`src/rtl/paralelo_serial.sv`:
```
// Parallel-to-serial transmitter: sends SYNC_BYTES comma bytes after reset, then
// payload bytes (or idle fill), MSB first, one bit per clk_32f cycle.
module paralelo_serial #(
    parameter logic [7:0] COM        = 8'hBC,
    parameter logic [7:0] IDL        = 8'h7C,
    parameter int         SYNC_BYTES = 4
) (
    input  logic       clk_32f,
    input  logic       reset,
    input  logic [7:0] data_in,
    input  logic       valid_in,
    output logic       data_out,
    output logic       ready_out,
    output logic       active_out
);

    typedef enum logic {SYNC, ACTIVE} state_e;

    localparam logic [2:0] SYNC_LAST = 3'(SYNC_BYTES);

    state_e     state_q;
    logic [2:0] bit_cnt_q;
    logic [2:0] sync_cnt_q;
    logic [7:0] byte_q;
    logic [7:0] byte_d;
    logic       dout_q;

    logic load;
    logic take_payload;

    assign load         = (bit_cnt_q == 3'd0);
    assign take_payload = (state_q == ACTIVE) || (sync_cnt_q == SYNC_LAST);

    // Byte selection only matters on the load edge; otherwise the register holds.
    always_comb begin
        // NOTE: default assignment first so no path leaves byte_d unassigned (no latch).
        byte_d = byte_q;
        if (load) begin
            if (take_payload) byte_d = valid_in ? data_in : IDL;
            else              byte_d = COM;
        end
    end

    always_ff @(posedge clk_32f) begin
        if (reset) begin
            // NOTE: reset is synchronous; every register, including the byte register, is cleared here.
            state_q    <= SYNC;
            bit_cnt_q  <= 3'd0;
            sync_cnt_q <= 3'd0;
            byte_q     <= 8'h00;
            dout_q     <= 1'b0;
        end else begin
            // NOTE: non-blocking assignments so every register samples the pre-edge values.
            bit_cnt_q <= bit_cnt_q + 3'd1;
            byte_q    <= byte_d;
            dout_q    <= load ? byte_d[7] : byte_q[3'd7 - bit_cnt_q];
            if (load && state_q == SYNC) begin
                if (sync_cnt_q == SYNC_LAST) state_q    <= ACTIVE;
                else                         sync_cnt_q <= sync_cnt_q + 3'd1;
            end
        end
    end

    assign data_out   = dout_q;
    assign ready_out  = load && take_payload;
    assign active_out = (state_q == ACTIVE);

endmodule

```
`config.mk`:
```
export PLATFORM = sky130hd
export DESIGN_NAME = paralelo_serial
export DESIGN_NICKNAME = d
export VERILOG_FILES = /design/src/rtl/paralelo_serial.sv
export SDC_FILE = /design/constraint.sdc
export NUM_CORES = 1
export LEC_CHECK = 0
export CORE_UTILIZATION = 45
export DETAILED_ROUTE_END_ITERATION = 6
export PLACE_DENSITY_LB_ADDON = 0.15
export SYNTH_ARGS = -nofsm -noshare
export SYNTH_HDL_FRONTEND = slang
export SYNTH_SLANG_ARGS = --single-unit
```
`constraint.sdc`:
```
create_clock -name clk_32f -period 3.1 [get_ports clk_32f]
set_clock_uncertainty 0.15 [all_clocks]
set_input_delay 0.465 -clock clk_32f [delete_from_list [all_inputs] [get_ports clk_32f]]
set_output_delay 0.465 -clock clk_32f [all_outputs]
set_load 0.01 [all_outputs]
```
# Yosys cells after proc, flatten, opt, wreduce, memory -nomap -nowiden
# Cells that the tools add are included.
[classes] add_sub_neg=3 order_cmp=1 n_eq_ne=1 n_mux=6 n_bitwise=2 n_reduce_logical=6
[ops] op="$mux 8" count=3
[ops] op="$add 3x1->3 const B" count=2
[ops] op="$lt 3x4->1 const B" count=1
[ops] op="$reduce_and 2->1" count=2
[ops] op="$bmux 1 s3" count=1
[ops] op="$eq 3x3->1 const B" count=1
[ops] op="$logic_not 3->1" count=1
[ops] op="$sub 3x3->3 const A" count=1
[ops] op="$logic_and 1x1->1" count=2
[ops] op="$mux 1" count=2
[ops] op="$not 1->1" count=2
[ops] op="$logic_or 1x1->1" count=1
[totals] reg_bits=16 input_bits=11 out_inout_bits=3 word_cells=25

# Logic depth before layout (Yosys ltp)
[logic_depth] word_depth=5 depth_mapped=6

# Worst setup path after synthesis
# OpenSTA, ideal clock, no wires.
[synth_path] path_type="reg-to-output" from="register sync_cnt_q[0]" to="output ready_out" arrival_ps=932 required_time_ps=2485 slack_ps=1553 path_stages_with_launch=5 path_buffers=0 path_cell_list="dfxtp_1 inv_1 ha_1 a21oi_1 nor2_1"
[synth_via] elab_chain_len=3
[synth_rtl] element="from (decl)" line_no="23" rtl="logic [2:0] sync_cnt_q;"
[synth_rtl] element="from (signal assigned)" line_no="59" rtl="else sync_cnt_q <= sync_cnt_q + 3'd1;"
[synth_rtl] element="$eq 3x3->1" line_no="32" rtl="assign take_payload = (state_q == ACTIVE) || (sync_cnt_q == SYNC_LAST);"
[synth_rtl] element="$logic_or 1x1->1" line_no="32"
[synth_rtl] element="$logic_and 1x1->1" line_no="65" rtl="assign ready_out = load && take_payload;"
[synth_rtl] element="to (decl)" line_no="13" rtl="output logic ready_out,"
# No other way between the ends.

# Worst setup path in the final report
# Ends and elaborated chain as after synthesis.

==> metrics.md <==
| Metric | Value |
|---|---|
| Status | finished, final reports clean |
| Total CTS buffers | 3 |
| Hold Path Sink | byte_q[6]$_SDFFE_PP0N_ |
| Top-count cell post-synth | dfxtp_1 |
| Initial DRC Count | 10 |
| Max cap viols | 0 |
| GRT Util Overall | 0.1673 |
| XOR/XNOR share of the synthesized area | 0.01209 |
| RSZ-0062 raised after global routing | false |
| Clock Latency Late Sink | 0.28 ns |
| Worst reg-to-reg path cell count | 5 |
| Startpoint types | flip-flop |
| Hold Path Class | reg -> reg |
| Via count | 556 |
| Crit-path max FO | 4 |
| YS warnings | 0 |
| Die width | 42.13 microns |
| Die height | around 42 microns |
| Avg Cell Area, Syn | 10.06 sq um |
| Hold path start | byte_q[6]$_SDFFE_PP0N_ |
| # setup viols final | 0 |
| R2R setup slack | 1.39 ns |
| Met2 WL | between 500 and 600 microns |
| Fin. max-slew vios | 0 |
| Synth Register Bits | 16 |
| CTS tree | done |
| Worst-path clk slew | 0.09 ns |
| WP buf/inv | 2 |
| CP endpoint kind | output port |
| Setup Buffers After CTS | 0 |
| Clock Sinks | 16 |
| Site Rows | 14 |
| Worst hold path cell count | 2 |
| Sequence of cells on the critical path | inv_1, ha_1, a21oi_1, nor2_1, clkdlybuf4s50_1 |
| Met3 wire length | between 70 and 80 microns |
| Die area | 0.001775 sq mm |
| Final nets | 103 |
| Slack of the critical path | 0.7075 ns |
| TritonRoute pass-1 iters | 4 |
| Clk Tree Root Cell | clkbuf_4 |
| Post-synthesis adder-cell area fraction | 0.06908 |
| Routability cong. | 0.7526 |
| Mux contribution to synthesized area | 0.08290 |
| Vias per std cell | 5.398 |
| Asr flop ratio synth | 0 |
| Max Fclk | roughly 420 MHz |
| Worst path top cell family by delay | buffers and inverters |
| Io pins | 14 |
| Yosys top cell area share | 0.4421 |
| Fin crit share | 0.7718 |
| Cell leakage power | ~0.35 nW |
| Final core utilization | 0.5947 |
| Crit-path max cell delay | ~0.48 ns |
| Least-Margin Pin Slew | about 0.5 ns |
| Post-synth EDFFs | 0 |
| Post-Synth Simple-Gate Area | 0.1986 |
| Post-synth top cells | 16 x dfxtp_1, 7 x nor2_1, 6 x a21oi_1 |
| Kind of critical path | reg -> out |
| DP HPWL | 925 microns |
| Yosys cell types | 25 |
| Top cells by area, synth | dfxtp_1 44%, ha_1 6.9%, mux4_2 6.2% |
| Worst Path Required | 2.48 ns |
| Gr ovfl total | 0 |
| Final routed DRC violation total | 0 |
| Slowest-stage cell, CP | clkdlybuf4s50_1 |
| Post-synth top flop | dfxtp_1 |
| Htree depth | 1 |
| Reg2reg end | sync_cnt_q[2]$_SDFFE_PP0P_ |
| Final hold slack | 0.3189 ns |
| Post-Route Setup TNS | 0 ns |
| N_diodes | 0 |
| PortBufs | 13 |
| Area leader, netlist | dfxtp_1 |
| Final hold violations | 0 |
| Power Density | 506.4 mW/mm^2 |
| Hold_buf cts | 0 |
| R2r startpoint | bit_cnt_q[0]$_SDFF_PP0_ |
| Initial antenna violation count | 0 |
| Total Wirelength | around 1300 microns |
| Detail Route Antenna Nets | 0 |
| Post-CTS Resized | 0 |
| Vias in the first global route | 517 |
| Largest net degree at the start of global routing | 15 |
| Routed wire per std cell | 12.69 microns |
| Compound-gate portion of the synthesized area | 0.1485 |
| P&R area growth vs syn | 23.66% |
| Starting Density | 0.4809 |
| M1 wire length | 653 microns |
| First-pass GRT wire length | 2152 microns |
| Tmin final | 2.393 ns |
| Worst slew margin | 0.6731 |
| Uppermost routed layer | met4 |
| VDD IR-drop max | 0.3236 mV |
| Mapped Area | about 720 sq um |
| Share of layout cells above drive strength 1 | 0.1149 |
| Sequential element share of the synthesized area | 0.4421 |
| Mapped Cells | 72 |
| Max clock buf depth | 2 |
| Critical path arrival | ~1.8 ns |
| Largest family of logic cells by synthesized area | simple AND/OR/NAND/NOR gates |
| Dpl ws | 1.029 ns |
| Syn nets | 87 |
| Core area | around 0.0015 sq mm |
-- layer usage --
layer / track usage / vias up
li1: - / 284
met1: 0.2005 / 257
met2: 0.2563 / 13
met3: 0.07759 / 2
met4: 0.07500 / 0
met5: 0 / -
-- placed cells by master (no fill, tap or decap) --
master,netlist,final
nor2b_1,3,3
a31o_1,1,1
nand3_1,4,4
nand2_1,4,4
o21ai_0,1,1
nand3_2,1,1
a21o_1,1,1
xnor2_1,1,1
nor3_1,1,1
dfxtp_1,16,16
ha_1,4,4
a31oi_1,1,1
nand2b_1,2,2
clkbuf_4,0,3
inv_1,5,5
nor2_1,7,7
o221a_1,4,4
clkbuf_8,0,1
clkdlybuf4s50_1,0,13
nand4_1,2,2
mux2_4,1,1
nor2b_4,1,1
nor3_2,1,1
mux4_2,2,2
o21ai_1,1,1
a21oi_1,6,6
-- power breakdown --
part	total, mW	internal, mW	switching [mW]	leakage [nW]
combinational	0.0811	0.0446	0.0365	0.201
sequential	0.236	0.223	0.0134	0.132
clock	0.136	0.0715	0.0648	0.0210
total	0.454	0.339	0.115	0.353
-- per-stage QoR --
step,total power [mW],instances,area [sq um]
2_1_floorplan,0.2959,72,724.4
3_3_place_gp,0.3213,99,859.6
3_5_place_dp,0.3216,99,859.6
4_1_cts,0.4602,103,895.9
5_1_grt,0.4784,103,895.9
6_report,0.4537,103,895.9
-- logic make-up after synthesis --
| kind of cell | count (synthesis) |
|---|---|
| AND/OR/NAND/NOR | 26 |
| flip-flops | 16 |
| AO/OA/AOI/OAI | 15 |
| buffers and inverters | 7 |
| adder cells (fa/ha/maj) | 4 |
| multiplexers | 3 |
| XOR/XNOR | 1 |
-- flip-flops by register name, summed over array words and instances, names as in the netlist --
signal      count
active_out      1
bit_cnt_q       3
sync_cnt_q      3
data_out        1
byte_q          8
-- how the worst max path moves through the flow --
stage / from / end / depth (start not counted)
after global routing: sync_cnt_q[0]$_SDFFE_PP0P_ / ready_out / 5
final: sync_cnt_q[0]$_SDFFE_PP0P_ / ready_out / 5
after detailed placement: sync_cnt_q[0]$_SDFFE_PP0P_ / ready_out / 5
after CTS: sync_cnt_q[0]$_SDFFE_PP0P_ / ready_out / 5
after global placement: sync_cnt_q[0]$_SDFFE_PP0P_ / ready_out / 5
after floorplan: sync_cnt_q[0]$_SDFFE_PP0P_ / ready_out / 4
-- final cells by class --
| cell class | instances | area, sq um |
|---|---|---|
| Fill cell | 143 | 610.6 |
| Multi-Input combinational cell | 49 | 370.4 |
| Sequential cell | 16 | 320.3 |
| Timing Repair Buffer | 13 | 130.1 |
| Clock buffer | 4 | 36.28 |
| Tap cell | 16 | 20.02 |
| Inverter | 5 | 18.77 |
-- tightest hold or removal path, cell delays in order (launching register included) --
cell     delay, ns
dfxtp_1       0.32
nand2_1       0.06
a21oi_1       0.05
No activity file was read; power rests on OpenSTA's default activity.
